## src/rtl/riscv_pkg.sv

```systemverilog
// rtl/riscv_pkg.sv - shared RISC-V core definitions: load/store size codes and LSU state type
package riscv_pkg;

    // Load/store size codes as carried by the decoder's mem_size (funct3 encoding)
    localparam logic [2:0] LDST_B  = 3'b000;
    localparam logic [2:0] LDST_H  = 3'b001;
    localparam logic [2:0] LDST_W  = 3'b010;
    localparam logic [2:0] LDST_BU = 3'b100;
    localparam logic [2:0] LDST_HU = 3'b101;

    typedef enum logic [1:0] {
        LSU_IDLE        = 2'd0,
        LSU_WAIT_GNT    = 2'd1,
        LSU_WAIT_RVALID = 2'd2
    } lsu_state_t;

endpackage

```

## src/rtl/lsu_load_align.sv

```systemverilog
// rtl/lsu_load_align.sv - extracts and sign/zero-extends a byte, halfword or word from a read word
//
// Ports:
//   offset_i  byte offset of the access within the word (address bits [1:0])
//   size_i    LDST_* size code
//   rdata_i   raw 32-bit word from data memory
//   data_o    extended load result
module lsu_load_align
    import riscv_pkg::*;
(
    input  logic [1:0]  offset_i,
    input  logic [2:0]  size_i,
    input  logic [31:0] rdata_i,
    output logic [31:0] data_o
);

    logic [7:0]  byte_sel;
    logic [15:0] half_sel;

    always_comb begin
        case (offset_i)
            2'd0:    byte_sel = rdata_i[7:0];
            2'd1:    byte_sel = rdata_i[15:8];
            2'd2:    byte_sel = rdata_i[23:16];
            default: byte_sel = rdata_i[31:24];
        endcase
        // Halfwords are always 2-byte aligned, so only offset bit 1 matters
        half_sel = offset_i[1] ? rdata_i[31:16] : rdata_i[15:0];

        case (size_i)
            LDST_B:  data_o = {{24{byte_sel[7]}}, byte_sel};
            LDST_H:  data_o = {{16{half_sel[15]}}, half_sel};
            LDST_BU: data_o = {24'd0, byte_sel};
            LDST_HU: data_o = {16'd0, half_sel};
            default: data_o = rdata_i;
        endcase
    end

endmodule

```

## src/rtl/lsu_riscv.sv

```systemverilog
// rtl/lsu_riscv.sv - load-store unit: fault check, lane alignment, req/gnt/rvalid handshake, core stall
//
// Ports:
//   clk_i, arstn_i                 clock, asynchronous active-low reset
//   lsu_req_i/we_i/size_i          memory instruction controls from the decoder
//   lsu_addr_i, lsu_data_i         ALU byte address, rs2 store data
//   lsu_data_o                     extended load result (completion cycle of a load)
//   lsu_stall_req_o, lsu_fault_o   core stall request, misaligned/illegal access
//   data_req_o .. data_wdata_o     data-memory request side
//   data_gnt_i, data_rvalid_i, data_rdata_i   data-memory response side
module lsu_riscv
    import riscv_pkg::*;
(
    input  logic        clk_i,
    input  logic        arstn_i,
    input  logic        lsu_req_i,
    input  logic        lsu_we_i,
    input  logic [2:0]  lsu_size_i,
    input  logic [31:0] lsu_addr_i,
    input  logic [31:0] lsu_data_i,
    output logic [31:0] lsu_data_o,
    output logic        lsu_stall_req_o,
    output logic        lsu_fault_o,
    output logic        data_req_o,
    output logic        data_we_o,
    output logic [3:0]  data_be_o,
    output logic [31:0] data_addr_o,
    output logic [31:0] data_wdata_o,
    input  logic        data_gnt_i,
    input  logic        data_rvalid_i,
    input  logic [31:0] data_rdata_i
);

    lsu_state_t  state;
    logic [31:0] reg_addr;
    logic [2:0]  reg_size;
    logic        reg_we;
    logic [3:0]  reg_be;
    logic [31:0] reg_wdata;

    logic        fault;
    logic [3:0]  be_comb;
    logic [31:0] wdata_comb;
    logic        issue;
    logic        complete;
    logic        active;
    logic [31:0] load_data;

    always_comb begin
        fault      = 1'b0;
        be_comb    = 4'b0000;
        wdata_comb = lsu_data_i;
        case (lsu_size_i)
            LDST_B: begin
                be_comb    = 4'b0001 << lsu_addr_i[1:0];
                wdata_comb = {4{lsu_data_i[7:0]}};
            end
            LDST_H: begin
                fault      = lsu_addr_i[0];
                be_comb    = 4'b0011 << {lsu_addr_i[1], 1'b0};
                wdata_comb = {2{lsu_data_i[15:0]}};
            end
            LDST_W: begin
                fault      = (lsu_addr_i[1:0] != 2'b00);
                be_comb    = 4'b1111;
            end
            LDST_BU: begin
                fault      = lsu_we_i;
                be_comb    = 4'b0001 << lsu_addr_i[1:0];
            end
            LDST_HU: begin
                fault      = lsu_we_i | lsu_addr_i[0];
                be_comb    = 4'b0011 << {lsu_addr_i[1], 1'b0};
            end
            default: fault = 1'b1;
        endcase
    end

    assign issue = (state == LSU_IDLE) && lsu_req_i && !fault;

    always_comb begin
        case (state)
            LSU_IDLE:        complete = issue && data_gnt_i && lsu_we_i;
            LSU_WAIT_GNT:    complete = data_gnt_i && reg_we;
            LSU_WAIT_RVALID: complete = data_rvalid_i;
            default:         complete = 1'b0;
        endcase
    end

    lsu_load_align u_load_align (
        .offset_i (reg_addr[1:0]),
        .size_i   (reg_size),
        .rdata_i  (data_rdata_i),
        .data_o   (load_data)
    );

    // Outputs are gated by reset as well as lsu_req_i so that a reset in the
    // middle of an access drops the request without waiting for a clock edge.
    assign active = arstn_i && lsu_req_i;

    always_comb begin
        lsu_data_o      = 32'd0;
        lsu_stall_req_o = 1'b0;
        lsu_fault_o     = 1'b0;
        data_req_o      = 1'b0;
        data_we_o       = 1'b0;
        data_be_o       = 4'b0000;
        data_addr_o     = 32'd0;
        data_wdata_o    = 32'd0;
        if (active) begin
            case (state)
                LSU_IDLE: begin
                    lsu_fault_o = fault;
                    if (!fault) begin
                        data_req_o   = 1'b1;
                        data_we_o    = lsu_we_i;
                        data_be_o    = be_comb;
                        data_addr_o  = {lsu_addr_i[31:2], 2'b00};
                        data_wdata_o = wdata_comb;
                    end
                end
                LSU_WAIT_GNT: begin
                    data_req_o   = 1'b1;
                    data_we_o    = reg_we;
                    data_be_o    = reg_be;
                    data_addr_o  = {reg_addr[31:2], 2'b00};
                    data_wdata_o = reg_wdata;
                end
                LSU_WAIT_RVALID: begin
                    if (data_rvalid_i) begin
                        lsu_data_o = load_data;
                    end
                end
                default: ;
            endcase
            lsu_stall_req_o = !lsu_fault_o && !complete;
        end
    end

    always_ff @(posedge clk_i or negedge arstn_i) begin
        if (!arstn_i) begin
            state     <= LSU_IDLE;
            reg_addr  <= 32'd0;
            reg_size  <= 3'd0;
            reg_we    <= 1'b0;
            reg_be    <= 4'b0000;
            reg_wdata <= 32'd0;
        end else begin
            case (state)
                LSU_IDLE: begin
                    if (issue) begin
                        reg_addr  <= lsu_addr_i;
                        reg_size  <= lsu_size_i;
                        reg_we    <= lsu_we_i;
                        reg_be    <= be_comb;
                        reg_wdata <= wdata_comb;
                        if (data_gnt_i) begin
                            state <= lsu_we_i ? LSU_IDLE : LSU_WAIT_RVALID;
                        end else begin
                            state <= LSU_WAIT_GNT;
                        end
                    end
                end
                LSU_WAIT_GNT: begin
                    if (data_gnt_i) begin
                        state <= reg_we ? LSU_IDLE : LSU_WAIT_RVALID;
                    end
                end
                LSU_WAIT_RVALID: begin
                    if (data_rvalid_i) begin
                        state <= LSU_IDLE;
                    end
                end
                default: state <= LSU_IDLE;
            endcase
        end
    end

endmodule

```

## config.mk

```make
export PLATFORM = sky130hd
export DESIGN_NAME = lsu_riscv
export DESIGN_NICKNAME = d
export VERILOG_FILES = /design/src/rtl/riscv_pkg.sv /design/src/rtl/lsu_load_align.sv /design/src/rtl/lsu_riscv.sv
export SDC_FILE = /design/constraint.sdc
export NUM_CORES = 1
export LEC_CHECK = 0
export BUFFER_PORTS_ARGS = -buffer_cell sky130_fd_sc_hd__buf_2
export CORE_UTILIZATION = 40
export CTS_CLUSTER_DIAMETER = 40
export DETAILED_ROUTE_END_ITERATION = 12
export PLACE_DENSITY = 0.7
export SYNTH_ARGS = -nofsm -noshare
export SYNTH_HDL_FRONTEND = slang
export SYNTH_HIERARCHICAL = 1
export SYNTH_SLANG_ARGS = --single-unit
```

## constraint.sdc

```tcl
create_clock -name clk_i -period 6 [get_ports clk_i]
set_clock_uncertainty 0.05 [all_clocks]
set_input_delay 1.2 -clock clk_i [delete_from_list [all_inputs] [get_ports clk_i]]
set_output_delay 1.2 -clock clk_i [all_outputs]
set_load 0.005 [all_outputs]
```

Word level (Yosys, flattened, before mapping)

Cells that the tools add are included.

Flip-flop bits (word level): 74
Bits in latches: 0
Bits in writable memories: 0
ROM bits: 0
Bits of input ports: 105
Output and inout bits: 104
Word-level logic and storage cells: 78
Memories: 0

Add/sub/neg operators: 0
$mul: 0
Div/mod/pow operators: 0
Order comparisons: 0
Equality and inequality tests: 14
Shifts and indexed selects: 2
Multiplexer cells: 36
Bitwise logic cells: 1
Reduce and logical (&&, ||, !) cells: 19

Operator list:

| kind                                                 | count |
|---|---|
| 2-to-1 mux 32 bit                                    | 7 |
| one-hot mux 32 bit (2 select lines)                  | 3 |
| one-hot mux 32 bit (4 select lines)                  | 1 |
| one-hot mux 8 bit (3 select lines)                   | 1 |
| 2-to-1 mux 16 bit                                    | 1 |
| equality test 3 bit (second input constant)          | 4 |
| 2-to-1 mux 2 bit                                     | 6 |
| one-hot mux 4 bit (3 select lines)                   | 1 |
| 2-to-1 mux 1 bit                                     | 8 |
| 2-to-1 mux 4 bit                                     | 2 |
| one-hot mux 4 bit (2 select lines)                   | 1 |
| logical AND 1 bit                                    | 7 |
| equality test 3 x 1 -> 1 bit (second input constant) | 2 |
| zero test 3 bit                                      | 2 |
| inequality test 2 bit (second input constant)        | 3 |
| one-hot mux 2 bit (3 select lines)                   | 1 |
| one-hot mux 1 bit (5 select lines)                   | 1 |
| equality test 2 x 1 -> 1 bit (second input constant) | 2 |
| equality test 2 bit (second input constant)          | 2 |
| zero test 2 bit                                      | 2 |
| one-hot mux 1 bit (2 select lines)                   | 2 |
| OR reduction 2 bit                                   | 2 |
| left shift 1 x 2 -> 4 bit (first input constant)     | 1 |
| left shift 2 x 2 -> 4 bit (first input constant)     | 1 |
| other kinds (7)                                      | 9 |

Depth between registers and ports, before layout

Depth in word-level cells: 10
Mapped depth: 7
Mapped depth without buffers: 5

Hierarchy

Netlist, hierarchy kept.

By module, submodules not included:

| module         | times used | cells an instance | area an instance (um^2) | seq. area each (um^2) |
|---|---|---|---|---|
| lsu_riscv      | 1          | 518               | 4,643.2                 | 1,851.8 |
| lsu_load_align | 1          | 131               | 723.2                   | 0.0 |

Worst setup path before layout

OpenSTA, ideal clock, no wires.

Kind: input to output
From: input lsu_size_i[1]
To: output data_be_o[0]
Arrival: 2.419 ns
Required time: 4.750 ns
Path slack: 2.331 ns
Stages on the path: 6
Path buffers: 2
Cell sequence: clkbuf_2 -> a221oi_4 -> nor2_4 -> buf_6 -> or3_1 -> a21oi_1

Cells in the longest elaborated chain, start to end: 6
Elaborated cells on any way between the ends: 12
Classes of those cells: eq/ne (4); mux (5); reduce/logical (3)

RTL lines:

| element                                                    | line             | source |
|---|---|---|
| start, declared                                            | lsu_riscv.sv:18  | `input logic [2:0] lsu_size_i,` |
| equality test 3 x 1 -> 1 bit, or another cell as far along | lsu_riscv.sv:53  | `case (lsu_size_i)` |
| OR reduction 2 bit (no line)                               | n/a              |  |
| one-hot mux 4 bit (3 select lines)                         | lsu_riscv.sv:53  |  |
| 2-to-1 mux 4 bit (*)                                       | lsu_riscv.sv:114 | `if (!fault) begin` |
| one-hot mux 4 bit (2 select lines) (*)                     | lsu_riscv.sv:111 | `case (state)` |
| 2-to-1 mux 4 bit (*)                                       | lsu_riscv.sv:110 | `if (active) begin` |
| end, declared                                              | lsu_riscv.sv:26  | `output logic [3:0] data_be_o,` |

Every way passes the cells marked *; elsewhere a longest branch is shown, timed or not.

Worst setup path in the final report

From: input lsu_size_i[0]
To: output data_wdata_o[1]

Cells in the longest elaborated chain, start to end: 5
Elaborated cells on any way between the ends: 9
Classes of those cells: eq/ne (4); mux (4); reduce/logical (1)

RTL lines:

| element                                           | line             | source |
|---|---|---|
| equality test 3 bit, or another cell as far along | lsu_riscv.sv:53  |  |
| one-hot mux 1 bit (5 select lines) (*)            | lsu_riscv.sv:53  |  |
| 2-to-1 mux 32 bit (*)                             | lsu_riscv.sv:114 |  |
| one-hot mux 32 bit (2 select lines) (*)           | lsu_riscv.sv:111 |  |
| 2-to-1 mux 32 bit (*)                             | lsu_riscv.sv:110 |  |
| end, declared                                     | lsu_riscv.sv:28  | `output logic [31:0] data_wdata_o,` |

Marked as above.

==> impl_metrics.ini <==
[synth]
ys.flop_type = dfrtp_1
syn_area_um2 = 5370
syn-instance-count = 649
yosys_warnings = 6
syn_area_per_cell_um2 = 8.27
async_flop_share = 1.00
ys_types = 41
synth_edf_count = 0
synth-seq-area-share = 0.345
ys_ff_latch = 74

[cts]
ctsHoldBuffers = 0
clock_latency_ps = 330
cts.sinks = 74
cts_tree = done
postCtsSetupBuffers = 0
clk_pin_slew_ps = 60
cts_buffer_depth = 2
cts-root-buf = clkbuf_16
numCtsBuffers = 9
cts_resized = 0
htreeDepth = 3

[job]
drv_cap = 0

[critical_path]
cp.arrival_ps = 3160
end_kind = output pin
path_max_fanout = 28
rrSetupSlack_ps = 3410
cp.required_ps = 4750
rr_startpoint = state[0]
worstSetupStartpointType = input pin
ff2ff_path_depth = 4
timing.rr.end = reg_addr[7]
path_class = in -> out

[global_route]
grt_first_pass_wirelength_um = 24400
grt_max_degree = 129
grt-ovfl-total = 0
grt_pass1_vias = 4701
antenna_found_initial = 0
grt.total_usage = 0.217

[placement]
finalWeightedCongestion = 0.875
dp.cells = 971
hpwl_um = 10800
port_buffers = 206
placed_area_um2 = 6360

[layout]
multi_input_area_um2 = 3200
diodes = 0
post-route-util = 0.521
area_growth_pct = 24.5
final_area_um2 = 6680
fillers = 1284
drive_above_1_share = 0.345
regArea_um2 = 1860
nets = 915
stdcell_count = 987

[timing]
fin_crit_sh = 0.734
tns_ps = 0
setup_viol = 0
fin_crit_ps = 4410
fmax_mhz = 227
slew_headroom = 0.269
tightest_slew_ps = 1100
hold_violations = 0
rsz0062_at_grt = no
slew_violations = 0

[floorplanning]
core_area_um2 = 12800
die_w_um = 118
rows = 41
die_height_um = 118
dieArea_um2 = 13900
initial_core_util = 0.418
io_pins = 209

[detailed_routing]
vias = 5243
wl_met3_um = 1150
wire_per_inst_um = 15.3
drt_first_iter_violations = 412
drcViolationCount = 0
m1WireLength_um = 6720
routed_wl_um = 15100
first_pass_iters = 5
drtAntennaViolNets = 0
top_layer_used = met4
via_per_inst = 5.31
wl_met2_um = 6950

[min_path]
hold_path_depth = 2
min_to = reg_be[3]
min_from = reg_be[3]
min_path_type = reg -> reg

[power]
powerDensity_nw_per_um2 = 272
leakagePower_nw = 3.10
peakVddDrop_mv = 0.144

[status]
run_status = finished clean
layout by cell type (no fill, tap or decap), types with 2 or more instances in the layout:
master,n
nor3b_1,3
nand3_1,2
mux2_1,2
o21ai_1,4
conb_1,2
or2_2,3
clkbuf_16,9
buf_4,7
clkbuf_8,3
or3_1,15
o32ai_1,16
and2_1,32
nand2b_1,7
nor3_1,3
a221o_1,8
mux2_2,43
nor2_1,6
mux2i_1,25
nor2_4,2
a31oi_1,2
nand3b_1,38
a22oi_1,8
nor2b_1,23
inv_1,4
nand2_1,138
buf_2,205
a21oi_1,58
dfrtp_1,73
o21ai_0,59
layer usage:
layer	track usage	up-vias
met2	0.340	211
li1	-	2577
met5	0	-
met1	0.290	2437
met4	0.0721	0
met3	0.0557	18
logic make-up after synthesis:
logic type | count (synthesis) | share of synthesized area
buf+inv | 67 | 0.0606
other cells | 1 | 0.000699
simple gates | 275 | 0.269
compound gates | 162 | 0.184
mux | 70 | 0.141
flops | 74 | 0.345
metrics by stage:
step	total power, mW	setup slack (ps)	hold slack, ps
after floorplan	1.12	2330	400
after global placement	1.26	1600	412
after detailed placement	1.27	1590	420
after CTS	1.83	1580	433
after global routing	1.94	1420	444
final	1.82	1590	428
state kept, by name, summed over array words and instances, names as in the netlist:
signal     count
reg_be         4
reg_size       3
reg_we         1
reg_wdata     32
reg_addr      32
state          2
report_power, final:
part           internal, mW  switching [mW]
combinational         0.252           0.252
clock                 0.357           0.199
sequential            0.636           0.124
synth_stat cells, drive strengths merged (2+ instances only):
library cell	instances	area (um2)
nor3b	3	22.5
and2	32	200
clkbuf	41	155
nor2b	23	144
mux2	45	507
a221o	8	80.1
a221oi	2	35.0
a21oi	58	290
o32ai	16	140
or2	3	18.8
dfrtp	74	1850
nor3	4	31.3
a31oi	2	12.5
mux2i	25	250
nand3	2	10.0
nand3b	38	285
o21ai	63	315
inv	4	15.0
buf	22	155
nor2	8	45.0
a22oi	8	60.1
nand2b	7	43.8
or3	15	93.8
nand2	138	518
worst max-delay path by stage:
stage	startpoint	to	slack (ps)	cells past startpoint
floorplan	lsu_size_i[1]	data_be_o[0]	2330	6
global placement	lsu_size_i[0]	data_addr_o[20]	1600	7
detailed placement	lsu_size_i[0]	data_wdata_o[1]	1590	7
CTS	lsu_size_i[0]	data_wdata_o[1]	1580	7
global route	lsu_size_i[0]	data_wdata_o[1]	1420	7
finish	lsu_size_i[0]	data_wdata_o[1]	1590	7
worst max-delay path, stage by stage:
cell	delay, ps
buf_2	240
nor4_4	470
or2_2	550
buf_4	320
nand3b_1	100
a21oi_1	150
buf_2	130
final cells by class:
cell class	count	share of cell area
sequential	74	0.278
inverter	4	0.00225
clock inverter	3	0.00693
timing repair buffer	212	0.161
tap	172	0.0322
multi-input combinational	509	0.479
clock buffer	13	0.0405
Power figures use the tool's default switching activity.
